==> config.mk <==
export PLATFORM = sky130hd
export DESIGN_NAME = xbtn_entry
export DESIGN_NICKNAME = d
export VERILOG_FILES = /design/src/rtl/xbtn_entry.sv
export SDC_FILE = /design/constraint.sdc
export NUM_CORES = 1
export LEC_CHECK = 0
export ABC_AREA = 1
export CORE_MARGIN = 2
export CORE_UTILIZATION = 29
export DETAILED_ROUTE_END_ITERATION = 12
export DONT_BUFFER_PORTS = 1
export GPL_TIMING_DRIVEN = 0
export PLACE_DENSITY = 0.54
export SLEW_MARGIN = 20
export SYNTH_ARGS = -nofsm -noshare
export SYNTH_HDL_FRONTEND = slang
export SYNTH_SLANG_ARGS = --single-unit
==> constraint.sdc <==
create_clock -name clk -period 2 [get_ports clk]
set_input_delay 0.2 -clock clk [delete_from_list [all_inputs] [get_ports clk]]
set_output_delay 0.2 -clock clk [all_outputs]
set_load 0.05 [all_outputs]
==> src/rtl/xbtn_entry.sv <==
// Button front end for the 7-segment decoder: debounce, entry FSM,
// display write strobe and valid/ready hand-off of the confirmed number.
`timescale 1ns/1ps
module xbtn_entry #(
  parameter int DEB_CYCLES  = 1000000,
  parameter int HOLD_CYCLES = 50000000,
  parameter int MAX_VAL     = 255
) (
  input  logic       clk,
  input  logic       rst,
  input  logic [3:0] btn,
  output logic [7:0] disp_bin,
  output logic       disp_sgn,
  output logic [1:0] disp_msg,
  output logic       disp_wr,
  output logic       disp_sel,
  output logic [7:0] out_value,
  output logic       out_sgn,
  output logic       out_valid,
  input  logic       out_ready
);

  localparam int DW = $clog2(DEB_CYCLES + 1);
  localparam int HW = $clog2(HOLD_CYCLES + 1);

  typedef enum logic [1:0] {
    S_OP, S_EDIT, S_VAL, S_ERR
  } state_t;

  logic [3:0]    r_s1, r_s2, r_stb, r_evt;
  logic [DW-1:0] r_cnt [4];

  always_ff @(posedge clk) begin
    if (rst) begin
      r_s1  <= '0;
      r_s2  <= '0;
      r_stb <= '0;
      r_evt <= '0;
      for (int i = 0; i < 4; i++) r_cnt[i] <= '0;
    end else begin
      r_s1  <= btn;
      r_s2  <= r_s1;
      r_evt <= '0;
      for (int i = 0; i < 4; i++) begin
        if (r_s2[i] == r_stb[i]) begin
          r_cnt[i] <= '0;
        end else if (r_cnt[i] == DW'(DEB_CYCLES - 1)) begin
          r_cnt[i] <= '0;
          r_stb[i] <= r_s2[i];
          r_evt[i] <= r_s2[i];
        end else begin
          r_cnt[i] <= r_cnt[i] + 1'b1;
        end
      end
    end
  end

  // Single event per cycle: enter > inc > dec > sign.
  logic [3:0] w_take;
  always_comb begin
    w_take = '0;
    if (r_evt[3])      w_take[3] = 1'b1;
    else if (r_evt[0]) w_take[0] = 1'b1;
    else if (r_evt[1]) w_take[1] = 1'b1;
    else if (r_evt[2]) w_take[2] = 1'b1;
  end

  state_t        r_st;
  logic [7:0]    r_val;
  logic          r_sgn;
  logic [HW-1:0] r_tmr;

  always_ff @(posedge clk) begin
    if (rst) begin
      r_st      <= S_OP;
      r_val     <= '0;
      r_sgn     <= 1'b0;
      r_tmr     <= '0;
      out_value <= '0;
      out_sgn   <= 1'b0;
      out_valid <= 1'b0;
    end else begin
      unique case (r_st)
        S_OP: if (|w_take) r_st <= S_EDIT;
        S_EDIT: begin
          unique case (1'b1)
            w_take[3]: begin
              out_value <= r_val;
              out_sgn   <= r_sgn;
              out_valid <= 1'b1;
              r_st      <= S_VAL;
            end
            w_take[0]: begin
              if (r_val < 8'(MAX_VAL)) begin
                r_val <= r_val + 1'b1;
              end else begin
                r_st  <= S_ERR;
                r_tmr <= '0;
              end
            end
            w_take[1]: begin
              if (r_val != 8'd0) begin
                r_val <= r_val - 1'b1;
                if (r_val == 8'd1) r_sgn <= 1'b0;
              end else begin
                r_st  <= S_ERR;
                r_tmr <= '0;
              end
            end
            w_take[2]: if (r_val != 8'd0) r_sgn <= ~r_sgn;
            default: ;
          endcase
        end
        S_VAL: begin
          if (out_ready) begin
            out_valid <= 1'b0;
            r_val     <= '0;
            r_sgn     <= 1'b0;
            r_st      <= S_OP;
          end
        end
        S_ERR: begin
          if (r_tmr == HW'(HOLD_CYCLES - 1)) r_st <= S_EDIT;
          else r_tmr <= r_tmr + 1'b1;
        end
        default: r_st <= S_OP;
      endcase
    end
  end

  logic [1:0] w_msg;
  always_comb begin
    w_msg = 2'b01;
    unique case (r_st)
      S_OP:    w_msg = 2'b01;
      S_EDIT:  w_msg = 2'b00;
      S_VAL:   w_msg = 2'b10;
      S_ERR:   w_msg = 2'b11;
      default: w_msg = 2'b01;
    endcase
  end

  // Strobe rides with the newly loaded display word; r_first forces one after reset.
  logic r_first;
  always_ff @(posedge clk) begin
    if (rst) begin
      disp_bin <= '0;
      disp_sgn <= 1'b0;
      disp_msg <= 2'b01;
      disp_wr  <= 1'b0;
      r_first  <= 1'b1;
    end else begin
      disp_bin <= r_val;
      disp_sgn <= r_sgn;
      disp_msg <= w_msg;
      r_first  <= 1'b0;
      disp_wr  <= r_first |
                  ({r_val, r_sgn, w_msg} != {disp_bin, disp_sgn, disp_msg});
    end
  end

  assign disp_sel = disp_wr;

endmodule
### After elaboration in Yosys (flattened, before gate mapping)

Memories as Yosys holds them, arrays and structs flattened.
Cells that the tools add are included.

| storage, ports and cells | value |
|---|---|
| register bits | 76 |
| bits in writable memories | 80 |
| bits of input ports | 7 |
| output and inout port bits | 23 |
| word-level logic and storage cells | 191 |
| memories kept | 1 |

| operators by class | value |
|---|---|
| add/sub/neg operators | 7 |
| magnitude comparators | 1 |
| equal/unequal tests | 28 |
| multiplexer cells | 91 |
| bitwise logic cells | 22 |
| reductions and logical operators | 19 |

Memory list:

| memory | words | width | rd ports | clocked after Yosys merged registers in | write ports | RTL line | text |
|---|---|---|---|---|---|---|---|
| r_cnt | 4 | 20 | 4 | 0 | 4 | 31 | `logic [DW-1:0] r_cnt [4];` |

Operators by type and width:

| operator | count |
|---|---|
| $mux W20 | 12 |
| $pmux W26 S2 | 2 |
| $add A20 B1 Y20 const B | 4 |
| $eq A20 B20 Y1 const B | 4 |
| $mux W26 | 3 |
| $mux W1 | 56 |
| $pmux W8 S2 | 2 |
| $add A26 B1 Y26 const B | 1 |
| $eq A26 B26 Y1 const B | 1 |
| $mux W8 | 3 |
| $ne A3 B3 Y1 const B | 8 |
| $pmux W2 S4 | 2 |
| $or A1 B1 Y1 | 13 |
| $mux W2 | 6 |
| $reduce_and A6 Y1 | 2 |
| $reduce_or A3 Y1 | 4 |
| $ne A11 B11 Y1 | 1 |
| $ne A2 B2 Y1 const B | 5 |
| $reduce_and A2 Y1 | 5 |
| $reduce_and A5 Y1 | 2 |
| $not A1 Y1 | 9 |
| $add A8 B1 Y8 const B | 1 |
| $eq A8 B1 Y1 const B | 1 |
| $lt A8 B8 Y1 const B | 1 |
| other kinds (13) | 20 |

### Depth between registers and ports, before layout

| logic depth | value |
|---|---|
| depth in word-level cells | 7 |
| gate-level depth with buffers | 12 |
| gate-level depth less buffers | 12 |

### Least setup slack after synthesis

No wires, ideal clock.

| timing | value |
|---|---|
| kind | register to register |
| start point | memory r_cnt[2][0] (netlist name) |
| end point | memory r_cnt[2][12] (netlist name) (data pin) |
| library setup time | 257 ps |
| arrival | 1518 ps |
| required time | 1743 ps |
| path slack | 225 ps |
| stages on the path, launching flop included | 8 |
| path buffers | 1 |
| period minus slack after synthesis | 1775 ps |
| path through | edfxtp_1 > ha_1 > nand2_1 > nor3b_2 > nand4_1 > nand2_1 > buf_2 > nor2_1 |

RTL lines:

| item | RTL line |
|---|---|
| from (decl) | 31 |

==> results.json <==
{
  "antenna_found_initial": 1,
  "relSlewSlack": 0.4989,
  "clock-sinks": 156,
  "place_ws_ps": -263.7,
  "grtUsageMet3": 0.03308,
  "skew_ps": 13.38,
  "place_congestion": 0.8308,
  "setup_ws_ps": 115.6,
  "end_kind": "flop",
  "synth-seq-area-share": 0.4506,
  "worstPathArrival_ps": 2060,
  "drt_wl_total_mm": 20.22,
  "powerDensity_mw_per_mm2": 763.6,
  "cp_top_family": "simple AND/OR/NAND/NOR gates",
  "ir_drop_v": 0.0005387,
  "dr.pass1.iters": 5,
  "synth-async-reset-ratio": 0,
  "synth_edf_count": 80,
  "clkLatencyLatePin_ps": 430,
  "grt-busiest-layer": "met2",
  "grtUsageTotal": 0.1323,
  "finalCriticalPeriod_ps": 1884,
  "gr-total-overflow": 0,
  "drtAntennaViolNets": 0,
  "drive_gt1_frac": 0.1080,
  "slowest_delay_ps": 370,
  "cts-root-buf": "clkbuf_16",
  "path_buf_inv": 2,
  "post_dp_cell_area_mm2": 0.009492,
  "die_area_mm2": 0.03143,
  "worstSetupPathType": "reg2reg",
  "place_hpwl_mm": 14.63,
  "numCtsBuffers": 17,
  "rows": 63,
  "finalNetCount": 1295,
  "grt_pass1_wl_mm": 33.56,
  "grt_pass1_vias": 7049,
  "h-tree-depth": 4,
  "finalSetupViolCount": 0,
  "worstMarginPinSlew_ps": 751.7,
  "grt_start_max_net_pins": 17,
  "ys_ff_latch": 156,
  "fmax_mhz": 530.7,
  "synth_area_per_cell_um2": 7.571,
  "slowest_stage": "edfxtp_1",
  "drtIter0Drc": 516,
  "p_leak_nw": 4.089,
  "crit_chain": "ha_2 > nand2_1 > inv_1 > nand2_2 > nor2_4 > inv_2 > nor3_4 > nand2_2 > nor3_2 > nor3_1",
  "clockBufferDepth": 2,
  "core_area_mm2": 0.02964,
  "routed_via_density": 4.464,
  "design_area_mm2": 0.01046,
  "hold_viol": 0,
  "vias": 7491,
  "synth_area_mm2": 0.008707,
  "worst_path_most_repeated_cell": "nand2_2",
  "die_y_um": 177.3,
  "cts_tree": "done",
  "critical_path_required_ps": 2180,
  "synth_warnings": 0,
  "status": "complete, no violations",
  "slew_violations": 0,
  "hold_class": "in2reg",
  "die_x_um": 177.3,
  "path_max_fanout": 5,
  "start_util": 0.2938,
  "io_pins": 30,
  "drc": 0,
  "met1_usage": 0.1672,
  "use_met2": 0.2194,
  "synth_cells": 1150,
  "clkTransAtPathRegs_ps": 70,
  "port_buffers": 0,
  "worstSetupStartpointType": "flop",
  "wl_per_cell_um": 12.05,
  "yosys_most_used_dff": "edfxtp_1",
  "fin_crit_sh": 0.9422,
  "yosysUniqueCellTypes": 48,
  "cap_violations": 0,
  "area_growth_pct": 20.15
}
[worst register-to-register path, delay by kind of cell, from the launching register on]
kind                     cells  cell delay [ps]
AND/OR/NAND/NOR              7              890
flip-flops                   1              370
adder cells (fa/ha/maj)      1              200
buffers and inverters        2              170
[where the power goes]
| group | switching, W | total, W | internal (W) |
|---|---|---|---|
| clock network | 0.00145 | 0.00346 | 0.00201 |
| registers | 0.000184 | 0.00370 | 0.00351 |
| logic | 0.000536 | 0.000830 | 0.000294 |
| total | 0.00217 | 0.00799 | 0.00582 |
[metrics by stage]
stage                     setup TNS, ps  hold slack, ps  utilization  cells  total power, W
after floorplan                       0           227.7            -   1229        0.004340
after global placement            -5265           227.9       0.3202   1619        0.004532
after detailed placement          -5406           227.9       0.3202   1619        0.004540
after CTS                             0           104.5       0.3459   1663        0.008069
after global routing             -15.61           116.0       0.3529   1677        0.008346
final                                 0           102.6       0.3530   1678        0.007988
[kinds of logic after synthesis]
| logic type | Yosys count | share of synthesized area |
|---|---|---|
| other | 1 | 0.0004307 |
| AOI/OAI and AO/OA | 130 | 0.07932 |
| xor gates and xnor gates | 39 | 0.03923 |
| muxes | 1 | 0.001150 |
| DFF | 156 | 0.4506 |
| adders and majority gates | 14 | 0.02012 |
| buffers and inverters | 163 | 0.07630 |
| and+or+nand+nor | 646 | 0.3328 |
[cell usage in the layout (no fill, tap or decap), drive strengths merged, types with 10 or more instances in the layout]
cell type	netlist	routed
nand2	260	261
nor2	201	201
inv	136	144
edfxtp	80	80
conb	1	80
dfxtp	76	76
a21oi	74	74
nand3	61	61
nor3	49	49
nand4	42	42
o21ai	41	41
buf	17	36
xor2	29	29
clkbuf	10	28
nor3b	15	15
ha	14	14
xnor2	10	10
[path summary, 6_finish.rpt]
| kind | startpoint | endpoint | slack (ps) | cells after the start |
|---|---|---|---|---|
| worst max-delay path | r_cnt[3][0] | r_cnt[3][16] | 120 | 10 |
| worst min-delay path | rst | disp_bin[0] | 100 | 2 |
| worst max register to register | r_cnt[3][0] | r_cnt[3][16] | 120 | 10 |
| worst min register to register | r_s1[2] | r_s2[2] | 400 | 2 |
[per-layer routing]
metal,routed length [um],vias to the layer above,share of wire
li1,-,3964,-
met1,9624,3418,0.48
met2,9568,86,0.47
met3,658,23,0.033
met4,363,0,0.018
met5,0,-,0
[cell type report]
cell class	instances	area (um2)
fillers	3183	19180
multi-input cells	911	4543
flip-flops and latches	156	3930
inverters	136	513.0
well taps	390	488.0
clock buffers	17	425.4
repair buffers	25	200.2
clock inverters	15	197.7
plain buffers	27	161.4
diodes	1	2.502
[Yosys cell counts, types with 5 or more instances]
master    number  area, um2
inv_1        133      499.2
nand2_2        6      37.54
edfxtp_1      80       2402
clkbuf_1       9      33.78
nand3_1       58      290.3
xnor2_1       10      87.58
nor3_1        47      235.2
o21ai_1        7      35.03
nand2_1      253      949.7
nor2_2         9      56.30
buf_2         12      60.06
ha_1          14      175.2
a21oi_1       74      370.4
nor3b_1       14      105.1
or2_2          6      37.54
dfxtp_1       76       1521
nor2_1       188      705.7
o21ai_0       33      165.2
xor2_1        29      254.0
nor4_1         5      31.28
nand4_1       41      256.5
[sequential cells by signal, summed over array words and instances, names as in the netlist, 2 cells and up]
name	cells
disp_bin	8
disp_msg	2
out_value	8
r_cnt	80
r_evt	4
r_s1	4
r_s2	4
r_st	2
r_stb	4
r_tmr	26
r_val	8
[repair_timing]
action	4_1_cts	5_1_grt
gates cloned	0	1
gates resized for setup	11	35
pin swaps	3	11
setup buffers	7	13
setup endpoints to repair	44	93
hold buffers	5	0
hold endpoints to repair	5	0
(Power assumes the default switching activity.)
